**src/rtl/result_drain.sv**
```systemverilog
// Captures an accumulator vector, requantizes each row (round, saturate, optional ReLU)
// and streams the rows out over valid/ready so the array can start the next job early.
module result_drain #(
    parameter int DW      = 8,
    parameter int ROWS    = 8,
    parameter int ACC_W   = 16,
    parameter int ROW_W   = 3,
    parameter int SHIFT_W = 4
) (
    input  logic                  clk,
    input  logic                  rst_n,
    input  logic                  capture,
    input  logic [ROWS*ACC_W-1:0] result_flat,
    input  logic [SHIFT_W-1:0]    shift,
    input  logic                  relu_en,
    output logic                  out_valid,
    input  logic                  out_ready,
    output logic [DW-1:0]         out_data,
    output logic [ROW_W-1:0]      out_row,
    output logic                  out_last,
    output logic                  busy,
    output logic                  overrun
);

    typedef enum logic {IDLE, DRAIN} state_e;

    localparam logic [ROW_W-1:0] LAST_ROW = ROW_W'(ROWS - 1);
    localparam logic signed [ACC_W:0] SAT_MAX = {{(ACC_W-DW+2){1'b0}}, {(DW-1){1'b1}}};
    localparam logic signed [ACC_W:0] SAT_MIN = {{(ACC_W-DW+2){1'b1}}, {(DW-1){1'b0}}};

    state_e               state_q, state_d;
    logic [ACC_W-1:0]     buf_q [ROWS];
    logic [ACC_W-1:0]     buf_d [ROWS];
    logic [ROW_W-1:0]     row_q, row_d;
    logic [SHIFT_W-1:0]   shift_q, shift_d;
    logic                 relu_q, relu_d;
    logic                 overrun_q, overrun_d;

    logic                 handshake;
    logic                 at_last;
    logic signed [ACC_W:0] cur_ext, rnd, t_sum, q_shr;
    logic signed [DW-1:0]  sat;

    assign at_last   = (row_q == LAST_ROW);
    assign handshake = (state_q == DRAIN) && out_ready;

    always_comb begin
        state_d   = state_q;
        buf_d     = buf_q;
        row_d     = row_q;
        shift_d   = shift_q;
        relu_d    = relu_q;
        overrun_d = overrun_q;
        unique case (state_q)
            IDLE: begin
                if (capture) begin
                    for (int unsigned r = 0; r < ROWS; r++) begin
                        buf_d[r] = result_flat[r*ACC_W +: ACC_W];
                    end
                    shift_d = shift;
                    relu_d  = relu_en;
                    row_d   = '0;
                    state_d = DRAIN;
                end
            end
            DRAIN: begin
                // A capture is only accepted when it coincides with the final handshake.
                if (handshake && at_last) begin
                    row_d = '0;
                    if (capture) begin
                        for (int unsigned r = 0; r < ROWS; r++) begin
                            buf_d[r] = result_flat[r*ACC_W +: ACC_W];
                        end
                        shift_d = shift;
                        relu_d  = relu_en;
                    end else begin
                        state_d = IDLE;
                    end
                end else begin
                    if (handshake) begin
                        row_d = row_q + 1'b1;
                    end
                    if (capture) begin
                        overrun_d = 1'b1;
                    end
                end
            end
            default: state_d = IDLE;
        endcase
    end

    always_ff @(posedge clk) begin
        if (!rst_n) begin
            state_q   <= IDLE;
            for (int unsigned r = 0; r < ROWS; r++) begin
                buf_q[r] <= '0;
            end
            row_q     <= '0;
            shift_q   <= '0;
            relu_q    <= 1'b0;
            overrun_q <= 1'b0;
        end else begin
            state_q   <= state_d;
            buf_q     <= buf_d;
            row_q     <= row_d;
            shift_q   <= shift_d;
            relu_q    <= relu_d;
            overrun_q <= overrun_d;
        end
    end

    // One extra bit of headroom so adding the rounding constant never overflows.
    always_comb begin
        cur_ext = {buf_q[row_q][ACC_W-1], buf_q[row_q]};
        rnd     = '0;
        if (shift_q != '0) begin
            rnd = (ACC_W+1)'(1) << (shift_q - 1'b1);
        end
        t_sum = cur_ext + rnd;
        q_shr = t_sum >>> shift_q;
        if (q_shr > SAT_MAX) begin
            sat = SAT_MAX[DW-1:0];
        end else if (q_shr < SAT_MIN) begin
            sat = SAT_MIN[DW-1:0];
        end else begin
            sat = q_shr[DW-1:0];
        end
        if (relu_q && sat[DW-1]) begin
            sat = '0;
        end
    end

    assign out_valid = (state_q == DRAIN);
    assign busy      = (state_q == DRAIN);
    assign out_row   = row_q;
    assign out_last  = (state_q == DRAIN) && at_last;
    assign out_data  = (state_q == DRAIN) ? sat : '0;
    assign overrun   = overrun_q;

endmodule

```
**config.mk**
```make
export PLATFORM = sky130hd
export DESIGN_NAME = result_drain
export DESIGN_NICKNAME = d
export VERILOG_FILES = /design/src/rtl/result_drain.sv
export SDC_FILE = /design/constraint.sdc
export NUM_CORES = 1
export LEC_CHECK = 0
export CAP_MARGIN = 10
export CORE_ASPECT_RATIO = 1.2
export CORE_UTILIZATION = 30
export DETAILED_ROUTE_END_ITERATION = 7
export RECOVER_POWER = 50
export SKIP_LAST_GASP = 1
export SYNTH_ARGS = -nofsm -noshare
export SYNTH_HDL_FRONTEND = slang
export SYNTH_SLANG_ARGS = --single-unit
```
**constraint.sdc**
```tcl
create_clock -name clk -period 6.5 [get_ports clk]
set_input_delay 0.975 -clock clk [delete_from_list [all_inputs] [get_ports clk]]
set_output_delay 0.975 -clock clk [all_outputs]
set_load 0.01 [all_outputs]
```
==> flow_summary.toml <==
[pwr]
cellPowerDensity_nw_per_um2 = 217
leakage_nw = 3.90
ir_drop_mv = 0.172

[drt]
num_vias = 7378
drt_iter0_markers = 406
wl_per_cell_um = 17.2
drc_errors = 0
vias_per_cell = 5.11
routed_wl_um = 24900
dr.pass1.iters = 5
ant_nets = 0

[global_routing]
antenna_found_initial = 0
grt_max_degree = 132
track_usage_pct = 18.4
grt_pass1_wl_um = 38500
grt.overflow.total = 0
grt_pass1_vias = 7154

[critical_path]
endpoint_kind = "output pin"
rr_endpoint = "buf_q[96]"
critical_path_arrival_ps = 5310
crit_path_start_kind = "register"
crit_type = "reg2out"
r2r_cells = 7
reg2reg_slack_ps = 1270
rr_startpoint = "out_row[2]"
critPathMaxFanout = 18
required_ps = 5520

[sta]
post-route-period-util_pct = 96.7
setup_violations = 0
hold_viol_final = 0
rsz0062_at_grt = "false"
fin_ws_ps = 217
worst_pin_slew_ps = 3610
max_slew_margin_pct = -141
finalMaxSlewViolations = 95
fmax_mhz = 159
period_minus_slack_ps = 6280
clock_skew_ps = 10.2
final.setup.tns_ps = 0

[logic_synthesis]
syn_nets = 1135
ys_seq_area_share_pct = 34.2
yosysMostFrequentCell = "nand2_1"
netlist_instances = 979
synth-edff-count = 0
yosys.area.top_type_share_pct = 34.2
yosys-top-cells-area = "dfxtp_1, nand2_1, a21boi_0, mux4_2, clkbuf_1"
ys.warnings.count = 0
synth_common_cells = "nand2_1, dfxtp_1, a21boi_0, clkbuf_1, nor2_1"
synth_area_leader_cell = "dfxtp_1"
synthArstFlopShare_pct = 0
synthesis.area_um2 = 8070
ys_types = 67
avgSynthCellArea_um2 = 8.25
ys_ff_latch = 138
ys.flop_type = "dfxtp_1"

[die]
die_y_um = 182
rows = 65
ios = 152
core_um2 = 26400
initial_core_util_pct = 30.6
die_area_um2 = 27600
die_w_um = 152

[layout]
n_antenna_cell = 0
drive_above_1_share_pct = 12.4
n_fill_cell = 2728
multiInputGateArea_um2 = 5050
layout.nets = 1252
area_growth_pct = 31.6
seqCellArea_um2 = 2770

[placed_design]
port_buffers = 151
hpwlAfterDp_um = 18000
place.gp.congestion = 0.945
dpl_worst_slack_ps = 265

[clock_tree]
clockBufferDepth = 2
clk_latency_ps = 430
ctsHoldBuffers = 0
clkSlewWorstSetupHoldPaths_ps = 60
cts.sinks = 138
htree_levels = 4
cts_inserted_buffers = 17
clockRootBuffer = "clkbuf_16"
cts_tree = "done"

[run]
cap_violations = 1

[hold_path]
hp-class = "reg2reg"
min_from = "buf_q[120]"
min_path_cells = 2
hold_path_end = "buf_q[120]"

[run_status]
outcome = "finished, violations left"
violations = "capacitance limit, slew limit"
## report_power, final
part | switching (W) | internal (W)
clock | 0.000410 | 0.000534
combinational | 0.000220 | 0.000218
sequential | 0.0000309 | 0.000893
total | 0.000661 | 0.00164
## flip-flops by register name, summed over array words and instances, names as in the netlist
signal and count:
buf_q 128, shift_q 4, out_row 3, busy 1
overrun 1, relu_q 1
## worst max-delay path, cell delays in order (launching register included)
cell and delay (ps):
dfxtp_4 410, clkbuf_16 230, mux4_2 550, mux2_2 290, ha_1 370, a21oi_1 210, nand2_1 150, o21a_1 270
o41a_1 460, a31oi_2 330, mux2i_2 150, buf_4 160, a21oi_1 230, o32ai_1 150, a21oi_2 300, a31oi_1 130
clkdlybuf4s50_1 490
## final cells by class
class,instances,share of cell area (%)
clock buffers,18,4.04
clock inverters,14,1.30
inverters,11,0.389
multi-input cells,751,47.5
flip-flops and latches,138,26.1
well taps,335,3.95
repair buffers,177,16.7
## logic make-up after synthesis
family	after synthesis	synth area share (%)
AND/OR/NAND/NOR	387	19.4
AO/OA/AOI/OAI	272	24.9
flip-flops	138	34.2
buffers and inverters	90	4.37
multiplexers	61	12.8
adder cells (fa/ha/maj)	20	3.16
XOR/XNOR	10	1.09
other	1	0.0465
## per-layer routing
metal / vias up / GRT usage [%] / wire [µm]
met5: - / 0 / 0
met2: 186 / 30.5 / 12300
met3: 41 / 3.09 / 917
met1: 3489 / 23.6 / 11000
met4: 0 / 6.77 / 665
li1: 3662 / - / -
## repair_timing
item                       4_1_cts  5_1_grt
gates cloned                     0        2
setup endpoints to repair        7        7
pin swaps                        0        6
gates resized for setup          4       18
buffers inserted                 1        4
## layout by cell type (no fill, tap or decap), types with 4 or more instances in the layout
cell type	n
inv_6	4
nor2b_1	6
dfxtp_1	136
nand2_1	304
mux2_2	16
o21ai_0	23
nor3_1	12
nand3_1	6
a21oi_2	4
inv_1	9
a21o_1	9
buf_4	22
and3_1	4
clkbuf_16	19
xnor2_1	7
mux4_2	32
clkdlybuf4s50_1	144
or3_1	5
clkinvlp_4	4
a211oi_1	14
and2_1	4
nor2_1	34
dlygate4sd3_1	6
mux2i_1	10
o211ai_1	9
a21oi_1	29
nand2b_1	4
a21boi_0	134
ha_1	16
## stage by stage
step | hold slack [ps] | area (µm²) | instances | util, % | total power (W)
global route | 481 | 10600 | 1444 | 40.3 | 0.00241
global placement | 449 | 9890 | 1405 | 37.5 | 0.00137
CTS | 466 | 10500 | 1438 | 39.8 | 0.00231
detailed placement | 457 | 9890 | 1405 | 37.5 | 0.00137
finish | 463 | 10600 | 1444 | 40.3 | 0.00231
floorplan | 440 | 8070 | 979 | - | 0.00118
## how the worst max path moves through the flow
| stage | start | slack [ps] | end |
|---|---|---|---|
| floorplan | out_row[1] | 740 | out_data[3] |
| global placement | out_row[0] | 420 | out_data[3] |
| detailed placement | out_row[0] | 260 | out_data[3] |
| CTS | out_row[0] | 6 | out_data[3] |
| global route | out_row[0] | 20 | out_data[5] |
| finish | out_row[0] | 220 | out_data[3] |
(Power assumes the default switching activity.)
